<file path="config.mk">
export PLATFORM = sky130hd
export DESIGN_NAME = mmio_bridge
export DESIGN_NICKNAME = d
export VERILOG_FILES = /design/src/rtl/mmio_bridge_pkg.sv /design/src/rtl/mmio_bridge_seg7_decode.sv /design/src/rtl/mmio_bridge.sv
export SDC_FILE = /design/constraint.sdc
export NUM_CORES = 1
export LEC_CHECK = 0
export CAP_MARGIN = 20
export CORE_AREA = 2 2 122 124
export DETAILED_ROUTE_END_ITERATION = 16
export DIE_AREA = 0 0 124 126
export DONT_BUFFER_PORTS = 1
export GPL_ROUTABILITY_DRIVEN = 0
export HOLD_SLACK_MARGIN = 0.08
export PLACE_DENSITY = 0.58
export SLEW_MARGIN = 0
export SYNTH_ARGS = -nofsm -noshare
export SYNTH_HDL_FRONTEND = slang
export SYNTH_SLANG_ARGS = --single-unit
export TNS_END_PERCENT = 1
</file>
<file path="constraint.sdc">
create_clock -name clk -period 2.97 [get_ports clk]
set_input_delay 0.594 -clock clk [delete_from_list [all_inputs] [get_ports clk]]
set_output_delay 0.594 -clock clk [all_outputs]
set_load 0.01 [all_outputs]
</file>
<file path="src/rtl/mmio_bridge_pkg.sv">
// rtl/mmio_bridge_pkg.sv - shared MMIO page constants, register select type and byte-merge helper
package mmio_defs;

  localparam logic [19:0] MMIO_BASE = 20'hFFFFF;

  localparam logic [11:0] OFF_DIG  = 12'h000;
  localparam logic [11:0] OFF_TCNT = 12'h020;
  localparam logic [11:0] OFF_TDIV = 12'h024;
  localparam logic [11:0] OFF_LED  = 12'h060;
  localparam logic [11:0] OFF_SW   = 12'h070;

  typedef enum logic [2:0] {
    SEL_NONE,
    SEL_DIG,
    SEL_TCNT,
    SEL_TDIV,
    SEL_LED,
    SEL_SW
  } reg_sel_e;

  // Word offset inside the page (byte offset bits [11:2]) to register select
  function automatic reg_sel_e decode_sel(input logic [9:0] word_off);
    reg_sel_e sel;
    sel = SEL_NONE;
    if (word_off == OFF_DIG[11:2])  sel = SEL_DIG;
    if (word_off == OFF_TCNT[11:2]) sel = SEL_TCNT;
    if (word_off == OFF_TDIV[11:2]) sel = SEL_TDIV;
    if (word_off == OFF_LED[11:2])  sel = SEL_LED;
    if (word_off == OFF_SW[11:2])   sel = SEL_SW;
    return sel;
  endfunction

  // Replace only the bytes whose enable is set
  function automatic logic [31:0] byte_merge(input logic [31:0] old_val,
                                             input logic [31:0] new_val,
                                             input logic [3:0]  be);
    logic [31:0] res;
    for (int b = 0; b < 4; b++) begin
      res[8*b +: 8] = be[b] ? new_val[8*b +: 8] : old_val[8*b +: 8];
    end
    return res;
  endfunction

endpackage

</file>
<file path="src/rtl/mmio_bridge_seg7_decode.sv">
// rtl/mmio_bridge_seg7_decode.sv - hex nibble to active-low 7-segment pattern {g,f,e,d,c,b,a}
module seg7_decode (
  input  logic [3:0] i_hex,
  output logic [6:0] o_seg
);

  // Pure lookup; dp is handled by the caller
  always_comb begin
    o_seg = 7'h7F;
    case (i_hex)
      4'h0: o_seg = 7'h40;
      4'h1: o_seg = 7'h79;
      4'h2: o_seg = 7'h24;
      4'h3: o_seg = 7'h30;
      4'h4: o_seg = 7'h19;
      4'h5: o_seg = 7'h12;
      4'h6: o_seg = 7'h02;
      4'h7: o_seg = 7'h78;
      4'h8: o_seg = 7'h00;
      4'h9: o_seg = 7'h10;
      4'hA: o_seg = 7'h08;
      4'hB: o_seg = 7'h03;
      4'hC: o_seg = 7'h46;
      4'hD: o_seg = 7'h21;
      4'hE: o_seg = 7'h06;
      4'hF: o_seg = 7'h0E;
      default: o_seg = 7'h7F;
    endcase
  end

endmodule

</file>
<file path="src/rtl/mmio_bridge.sv">
// rtl/mmio_bridge.sv - core data bus bridge to DRAM and MMIO page (LED/SW/7-seg/timer); timer built only with MMIO_TIMER_EN
module mmio_bridge
  import mmio_defs::*;
#(
  parameter int          DRAM_AW  = 16,
  parameter int          SCAN_DIV = 20000,
  parameter logic [31:0] TDIV_RST = 32'd1
) (
  input  logic               clk,
  input  logic               resetn,
  input  logic               data_sram_en,
  input  logic [3:0]         data_sram_we,
  input  logic [31:0]        data_sram_addr,
  input  logic [31:0]        data_sram_wdata,
  output logic [31:0]        data_sram_rdata,
  output logic [3:0]         dram_we,
  output logic [DRAM_AW-1:0] dram_addr,
  output logic [31:0]        dram_wdata,
  input  logic [31:0]        dram_rdata,
  input  logic [23:0]        sw_i,
  output logic [23:0]        led_o,
  output logic [7:0]         dn_o,
  output logic [7:0]         seg_o
);

  localparam int SCAN_CW = (SCAN_DIV > 1) ? $clog2(SCAN_DIV) : 1;
  localparam logic [SCAN_CW-1:0] SCAN_LAST = SCAN_CW'(SCAN_DIV - 1);

  logic               w_mmio;
  reg_sel_e           w_sel;
  logic               w_wr;
  logic               w_unused_lsb;
  logic [31:0]        w_reg_rdata;
  logic [31:0]        w_tcnt_rd;
  logic [31:0]        w_tdiv_rd;
  logic [3:0]         w_nibble;
  logic [6:0]         w_seg;

  logic [31:0]        r_dig;
  logic [23:0]        r_led;
  logic [23:0]        r_sw_meta;
  logic [23:0]        r_sw_sync;
  logic [SCAN_CW-1:0] r_scan_cnt;
  logic [2:0]         r_scan_idx;

  assign w_mmio       = data_sram_en & (data_sram_addr[31:12] == MMIO_BASE);
  assign w_sel        = decode_sel(data_sram_addr[11:2]);
  assign w_wr         = w_mmio & (|data_sram_we);
  // Byte lane within the word never selects a register
  assign w_unused_lsb = ^data_sram_addr[1:0];

  assign dram_we    = data_sram_we & {4{data_sram_en & ~w_mmio}};
  assign dram_addr  = data_sram_addr[DRAM_AW+1:2];
  assign dram_wdata = data_sram_wdata;

  // DIG and LED registers with per-byte write enables
  always_ff @(posedge clk or negedge resetn) begin
    if (!resetn) begin
      r_dig <= '0;
      r_led <= '0;
    end else begin
      if (w_wr && (w_sel == SEL_DIG)) begin
        r_dig <= byte_merge(r_dig, data_sram_wdata, data_sram_we);
      end
      if (w_wr && (w_sel == SEL_LED)) begin
        for (int b = 0; b < 3; b++) begin
          if (data_sram_we[b]) r_led[8*b +: 8] <= data_sram_wdata[8*b +: 8];
        end
      end
    end
  end

  // Two-flop synchronizer for the asynchronous board switches
  always_ff @(posedge clk or negedge resetn) begin
    if (!resetn) begin
      r_sw_meta <= '0;
      r_sw_sync <= '0;
    end else begin
      r_sw_meta <= sw_i;
      r_sw_sync <= r_sw_meta;
    end
  end

`ifdef MMIO_TIMER_EN
  logic [31:0] r_tcnt;
  logic [31:0] r_tdiv;
  logic [31:0] r_presc;
  logic        w_tick;
  logic        w_wr_tcnt;
  logic        w_wr_tdiv;

  assign w_tick    = (r_tdiv != 32'd0) && (r_presc == r_tdiv - 32'd1);
  assign w_wr_tcnt = w_wr && (w_sel == SEL_TCNT);
  assign w_wr_tdiv = w_wr && (w_sel == SEL_TDIV);

  // Prescaled timer; a software TCNT write overrides a coincident tick
  always_ff @(posedge clk or negedge resetn) begin
    if (!resetn) begin
      r_tcnt  <= '0;
      r_tdiv  <= TDIV_RST;
      r_presc <= '0;
    end else begin
      if (w_wr_tdiv) begin
        r_tdiv  <= byte_merge(r_tdiv, data_sram_wdata, data_sram_we);
        r_presc <= '0;
      end else if (r_tdiv != 32'd0) begin
        r_presc <= w_tick ? 32'd0 : r_presc + 32'd1;
      end
      if (w_wr_tcnt) begin
        r_tcnt <= byte_merge(r_tcnt, data_sram_wdata, data_sram_we);
      end else if (w_tick) begin
        r_tcnt <= r_tcnt + 32'd1;
      end
    end
  end

  assign w_tcnt_rd = r_tcnt;
  assign w_tdiv_rd = r_tdiv;
`else
  assign w_tcnt_rd = '0;
  assign w_tdiv_rd = '0;
`endif

  // Digit scanner: hold each digit SCAN_DIV cycles, then advance mod 8
  always_ff @(posedge clk or negedge resetn) begin
    if (!resetn) begin
      r_scan_cnt <= '0;
      r_scan_idx <= '0;
    end else if (r_scan_cnt == SCAN_LAST) begin
      r_scan_cnt <= '0;
      r_scan_idx <= r_scan_idx + 3'd1;
    end else begin
      r_scan_cnt <= r_scan_cnt + 1'b1;
    end
  end

  assign w_nibble = r_dig[{r_scan_idx, 2'b00} +: 4];

  seg7_decode u_seg7 (
    .i_hex (w_nibble),
    .o_seg (w_seg)
  );

  assign dn_o  = ~(8'b1 << r_scan_idx);
  assign seg_o = {1'b1, w_seg};
  assign led_o = r_led;

  // Combinational read path; values are the pre-edge register contents
  always_comb begin
    w_reg_rdata = '0;
    case (w_sel)
      SEL_DIG:  w_reg_rdata = r_dig;
      SEL_TCNT: w_reg_rdata = w_tcnt_rd;
      SEL_TDIV: w_reg_rdata = w_tdiv_rd;
      SEL_LED:  w_reg_rdata = {8'h0, r_led};
      SEL_SW:   w_reg_rdata = {8'h0, r_sw_sync};
      default:  w_reg_rdata = '0;
    endcase
  end

  assign data_sram_rdata = w_mmio ? w_reg_rdata : dram_rdata;

endmodule
</file>
==> results.md, run 1 <==
* Status: complete, but fails checks
* Failing checks: negative hold slack, negative setup slack
* Leakage power total at 0.00328 µW
* Cell family with most CP delay: multiplexers
* Final hold violation count at around 120
* End of the worst register-to-register path: r_scan_idx[2]
* Die Wd at 124 µm
* Worst r2r src: r_scan_cnt[0]
* Max-slew headroom at about 56%
* Met1 Track Usage GR at between 20 and 30%
* Clock buffer count from CTS at 17
* NumNets Final at approximately 600
* Internal Power at 3050 µW
* Routed WL at approximately 15000 µm
* Area share of the largest cell type after synthesis at approximately 50%
* CP max-delay cell: mux4_2
* Combinational share of power at 1.9%
* Max IR drop VDD at roughly 350 µV
* Slew Limit Fails at 0
* Gr busiest metal: met2
* Count leader, synth: dfrtp_1
* Initial core utilization at ~44%
* Netlist cell types at 40
* Final setup margin at -0.189 ns
* Worst path cell trace: buf_6, mux4_2, mux2i_1, buf_4, inv_4, ha_4, and3_1, a211o_1
* CTS root buf: clkbuf_16
* Ys flop type: dfrtp_1
* Critical path buffers and inverters at 3
* Drt first pass iters at 4
* Chip height at ~130 µm
* CORE AREA at 0.0143 mm²
* Worst Tran Pin Value at between 0.6 and 0.7 ns
* Post-route cell area at ~0.0069 mm²
* Grt met3 use at roughly 5.7%
* Input/output buffers at 0
* Placed cells at ~630
* WL per Instance at approximately 22 µm
* Sw power at about 810 µW
* Worst R2R Setup Slack at 1.01 ns
* DRC at 0
* HP Class: in -> async
* Delay of the slowest critical-path stage at ~0.5 ns
* Layout cell share with drive strength beyond 1 at 32.6%
* Post-layout util at between 40% and 50%
* Post-route ant nets at 0
* Sink Count at 122
* Post-detail-place hpwl at roughly 11000 µm
* Syn_area_per_cell at around 13 µm²
* Finish-stage setup viols at 7
* Grt total ovfl at 0
* I/O pins at around 250
* Clock power share at about 54%
* Initial antenna violation count at 1
* Reg2reg path depth at 5
* Synth warn at 0
* Worst EP arrival at approximately 2.6 ns
* First-pass GRT wire length at 22900 µm
* #FFs+latches synth at 122
* Syn Inst Count at a little under 500
* Register share of total power at ~44%
* Met2 Track Usage GR at between 30% and 40%
* Vias in the first global route at 3990
* Post-Syn Nets at ~640
* Tcrit/Tclk final at 106%
* RSZ-0062 raised after global routing: yes
* Site Rows at 44
* Total GRT Usage at 20.1%
* Number of fill cells at 1311
* Drt via density at between 5 and 6
* Worst Path Required at about 2.4 ns
* Post-Layout Cell Count at about 670
* TritonCTS clock tree: built
* Clock Skew at between 0.006 and 0.007 ns
* Routed vias at 3736
* Max-cap viol count at 0
* EDFF count, synth at 0
* Hold slack at -0.128 ns
* Peak Freq at 0.317 GHz
* Mapped Area at 0.00628 mm²
* Critical Path End Type: primary output
* DP Area at 0.00624 mm²
* Clock transition at the registers of the reported paths at 0.05 ns
* Pwr Density at 555 mW/mm²
* Critical path launch point type: flip-flop
* Sequential fraction of the synthesis area at about half
* Syn-to-layout area delta at 10.5%
* Pin count of the biggest net entering global routing at around 120
* Cell taking the most area after synthesis: dfrtp_1
* Async SR Flop Fraction at 100%
* Largest cells by area after synthesis: dfrtp_1 (49%), mux2_2 (11%), mux2i_1 (6.4%), buf_4 (6.1%), mux2_1 (3.6%)
* Kind of critical path: reg -> out
* H-tree depth at 4
* Pwr Total at roughly 3900 µW
* Clk buf depth at 2
* Biggest fanout along the worst timing path at 5
* Minimum clock period at around 3.2 ns
* Switching Fraction at 21.0%
* Clock Latency Late Sink at approximately 0.42 ns
* Die area at ~0.016 mm²
* Initial DRC Count at 188
* Post-synth top cells: dfrtp_1 (122), mux2_2 (64), buf_4 (51), mux2i_1 (40), o2bb2ai_1 (25)
==> power groups by stage <==
stage               clock network (µW)  logic (µW)  registers (µW)
floorplan                            0         142            1730
global placement                     0        74.6            1730
detailed placement                   0        74.3            1730
CTS                               2130        75.0            1710
global route                      2210        81.0            1710
finish                            2080        74.1            1700
==> cell families after synthesis <==
kind of cell	after synthesis	synth area share, %
multiplexers	134	24.9
flip-flops	122	48.6
buffers and inverters	92	8.90
AND/OR/NAND/NOR	87	8.76
AO/OA/AOI/OAI	31	4.16
XOR/XNOR	15	2.09
adder cells (fa/ha/maj)	13	2.59
other	1	0.0597
==> registers in the layout, summed over array words and instances (netlist names) <==
name / count
r_sw_meta: 24
led_o: 24
r_scan_idx: 3
r_dig: 32
r_sw_sync: 24
r_scan_cnt: 15
==> layout make-up <==
| class | count | area [µm²] | share of cell area, % |
|---|---|---|---|
| Sequential cell | 122 | 3050 | 44.0 |
| Antenna cell | 1 | 2.50 | 0.0360 |
| Timing Repair Buffer | 23 | 225 | 3.24 |
| Multi-Input combinational cell | 281 | 2740 | 39.5 |
| Tap cell | 184 | 230 | 3.31 |
| Inverter | 24 | 92.6 | 1.33 |
| Clock buffer | 17 | 425 | 6.12 |
| Clock inverter | 14 | 173 | 2.49 |
==> how the worst max path moves through the flow <==
stage | startpoint | endpoint | slack [ns] | cells after the start
floorplan | r_scan_idx[0] | seg_o[4] | 0.05 | 7
global placement | r_scan_idx[0] | seg_o[4] | 0.07 | 7
detailed placement | r_scan_idx[0] | seg_o[2] | 0.008 | 8
CTS | r_scan_idx[0] | seg_o[3] | -0.22 | 9
global route | r_scan_idx[0] | seg_o[3] | -0.32 | 9
finish | r_scan_idx[0] | seg_o[0] | -0.19 | 8
==> routing by layer <==
metal	routed length, µm	vias up
li1	-	1666
met1	6100	1892
met2	7630	160
met3	991	18
met4	251	0
met5	0	-
==> per-stage QoR <==
| stage | setup TNS, ns | worst slack, ns | hold slack, ns |
|---|---|---|---|
| after detailed placement | 0 | 0.00790 | 0.301 |
| after floorplan | 0 | 0.0510 | 0.298 |
| final | -0.893 | -0.189 | -0.128 |
| after CTS | -1.22 | -0.223 | -0.154 |
| after global routing | -1.90 | -0.325 | -0.153 |
| after global placement | 0 | 0.0714 | 0.302 |
==> cells in the final DEF, fill, tap and decap left out, drive strengths merged <==
| cell type | count |
|---|---|
| nand2 | 19 |
| or2 | 1 |
| and2 | 4 |
| nor2b | 1 |
| nor4 | 11 |
| o21ai | 2 |
| mux2 | 84 |
| nand2b | 3 |
| nand3 | 7 |
| bufinv | 3 |
| clkinvlp | 5 |
| mux2i | 42 |
| a21boi | 1 |
| mux4 | 8 |
| xor2 | 5 |
| clkbuf | 17 |
| a22o | 1 |
| xnor2 | 10 |
| diode | 1 |
| clkinv | 4 |
| dfrtp | 122 |
| nor3b | 1 |
| o2bb2ai | 25 |
| conb | 1 |
| nor3 | 6 |
| or3 | 4 |
| ha | 13 |
| buf | 23 |
| and3 | 1 |
| inv | 26 |
| o31ai | 1 |
| or4 | 1 |
| nor2 | 12 |
| nand4 | 16 |
| a211o | 1 |
==> what timing repair did <==
item,CTS,global route
pin swaps,3,2
endpoints found under the hold margin,122,122
endpoints found under the setup margin,7,7
gates resized for setup,15,5
buffers inserted,3,0
(Power assumes the default switching activity.)
==> run 2, diff against run 1 <==
Clock period 2.97 ns to 3.2 ns, I/O delays scaled along.
==> run 2 against run 1 <==
Net effect:
- the flow still finishes with violations (negative hold slack, negative setup slack)
- die area is the same
- clock-buffer cell count rose by 6
- largest power group unchanged
- largest cell class unchanged
- via count is 0.88% higher
- highest routed layer unchanged
==> results.md, run 2 (synthesized netlist as in run 1, its figures left out) <==
* Post-route ant nets at 0 (unchanged)
* Sink Count at 122 (unchanged)
* Syn-to-layout area delta at 10.1%
* Status: complete, but fails checks
* Clock Skew at 0.00599 ns (-0.0000127 ns)
* Post-layout util at 48.4% (-0.17 points)
* Minimum clock period at 3.23 ns
* Worst EP arrival at 2.59 ns (+0.02 ns)
* Worst path cell trace: buf_12, mux4_2, mux2i_1, buf_4, buf_4, mux2_2, o21ai_2
* Drt via density at 5.64 (+0.58%)
* Die area at 0.0156 mm² (unchanged)
* I/O pins at 251 (unchanged)
* Dpl ws at 0.0677 ns (+0.0598 ns)
* DRC at 0 (unchanged)
* Max-cap viol count at 0 (unchanged)
* CTS root buf: clkbuf_16
* Hold slack at -0.0724 ns (+0.0555 ns)
* Routed WL at 15100 µm (+0.83%)
* Slew Limit Fails at 0 (unchanged)
* Vias in the first global route at 4024 (+0.85%)
* Pwr Total at 3390 µW (-12%)
* Finish-stage setup viols at 4 (-3)
* Crit path top cell by count: buf_4
* Max IR drop VDD at 314 µV (-9.1%)
* H-tree depth at 4 (unchanged)
* RSZ-0062 raised after global routing: yes
* Worst R2R Setup Slack at 1.13 ns (+0.12 ns)
* Setup TNS at -0.110 ns (+0.784 ns)
* Failing checks: negative hold slack, negative setup slack
* Tcrit/Tclk final at 101%
* Initial DRC Count at 146 (-22%)
* Largest register FFs at 32 (unchanged)
* CORE AREA at 0.0143 mm² (unchanged)
* Leakage power total at 0.00327 µW (-0.22%)
* Pin count of the biggest net entering global routing at 123 (unchanged)
* Layout cell share with drive strength beyond 1 at 33.3% (+0.69 points)
* Most common cell after layout, fill and taps aside: dfrtp_1
* Delay of the slowest critical-path stage at 0.53 ns (+0.02 ns)
* Max-slew headroom at 44.1% (-11 points)
* CP max-delay cell: mux4_2
* Clock Latency Late Sink at 0.41 ns (about the same)
* Biggest fanout along the worst timing path at 5 (unchanged)
* Commonest cells after routing, fill and taps aside: dfrtp_1 (120), mux2_2 (63), mux2i_1 (38)
* HP Class: in -> async
* Placed cells at 629 (-0.32%)
* Total GRT Usage at 20.1% (about the same)
* Post-Layout Cell Count at 668 (+0.30%)
* Critical path launch point type: flip-flop
* Worst Path Required at 2.56 ns (+0.18 ns)
* Clock transition at the registers of the reported paths at 0.05 ns (about the same)
* Reg2reg path depth at 4 (-1)
* Routed vias at 3769 (+0.88%)
* Grt total ovfl at 0 (unchanged)
* Worst Tran Pin Value at 0.833 ns (+0.170 ns)
* Largest reg by FF count: r_dig
* Site Rows at 44 (unchanged)
* Kind of critical path: reg -> out
* Drt first pass iters at 4 (unchanged)
* Worst r2r src: r_scan_cnt[0]
* Critical Path End Type: primary output
* Peak Freq at roughly 0.31 GHz
* Clock buffer count from CTS at 17 (unchanged)
* End of the worst register-to-register path: r_scan_idx[1]
* Die Wd at 124 µm (unchanged)
* Pwr Density at 490 mW/mm² (-12%)
* Final setup margin at -0.0323 ns (+0.157 ns)
* NumNets Final at 610 (+0.16%)
* Chip height at 126 µm (unchanged)
* First-pass GRT wire length at 22800 µm (-0.27%)
* Initial core utilization at 43.9% (unchanged)
* Final hold violation count at 122 (unchanged)
* Input/output buffers at 0 (unchanged)
* Post-detail-place hpwl at 10600 µm (-1.7%)
* Initial antenna violation count at 1 (unchanged)
* TritonCTS clock tree: built
* WL per Instance at 22.6 µm (+0.53%)
* Clk buf depth at 2 (unchanged)
-- run 2: worst max-delay path: cells and delay by family (launching register included) --
family | cells | cell delay, ns
muxes | 3 | 1.03
DFF | 1 | 0.51
buffers and inverters | 3 | 0.45
AOI/OAI and AO/OA | 1 | 0.19
-- run 2: how the worst max path moves through the flow --
stage | slack, ns | from | endpoint
global route | -0.19 | r_scan_idx[0] | seg_o[0]
floorplan | 0.23 | r_scan_idx[0] | seg_o[4]
finish | -0.03 | r_scan_idx[0] | seg_o[1]
CTS | -0.04 | r_scan_idx[0] | seg_o[0]
detailed placement | 0.07 | r_scan_idx[0] | seg_o[4]
global placement | 0.11 | r_scan_idx[0] | seg_o[4]
-- run 2: power breakdown --
group	total, µW	switching (µW)	internal [µW]	leakage, µW
sequential	1580	8.03	1580	0.00158
clock	1740	642	1100	0.000270
combinational	68.6	37.4	31.2	0.00142
-- run 2: stage by stage --
| stage | hold slack [ns] | area, µm² |
|---|---|---|
| after floorplan | 0.331 | 6280 |
| after global placement | 0.333 | 6220 |
| after detailed placement | 0.335 | 6220 |
| after CTS | -0.0954 | 6880 |
| after global routing | -0.0980 | 6920 |
| final | -0.0724 | 6920 |
-- run 2: area by class of cell --
cell class              count  area (µm²)
fillers                  1263        7390
flip-flops and latches    122        3060
multi-input cells         281        2780
clock buffers              23         468
well taps                 184         230
repair buffers             24         225
inverters                  24        92.6
clock inverters             9        72.6
diodes                      1        2.50
-- run 2: routing by layer --
metal  wire length [µm]  up-vias  GRT usage, %
li1                   -     1673             -
met1               6290     1903          25.2
met2               7450      163          32.2
met3                951       30          5.98
met4                413        0          8.46
met5                  0        -             0
-- run 2: repair_timing --
action | CTS | global route
resized for setup | 18 | 8
buffers inserted | 6 | 0
endpoints found under the hold margin | 122 | 122
setup endpoints to repair | 7 | 6
pin swaps | 3 | 2
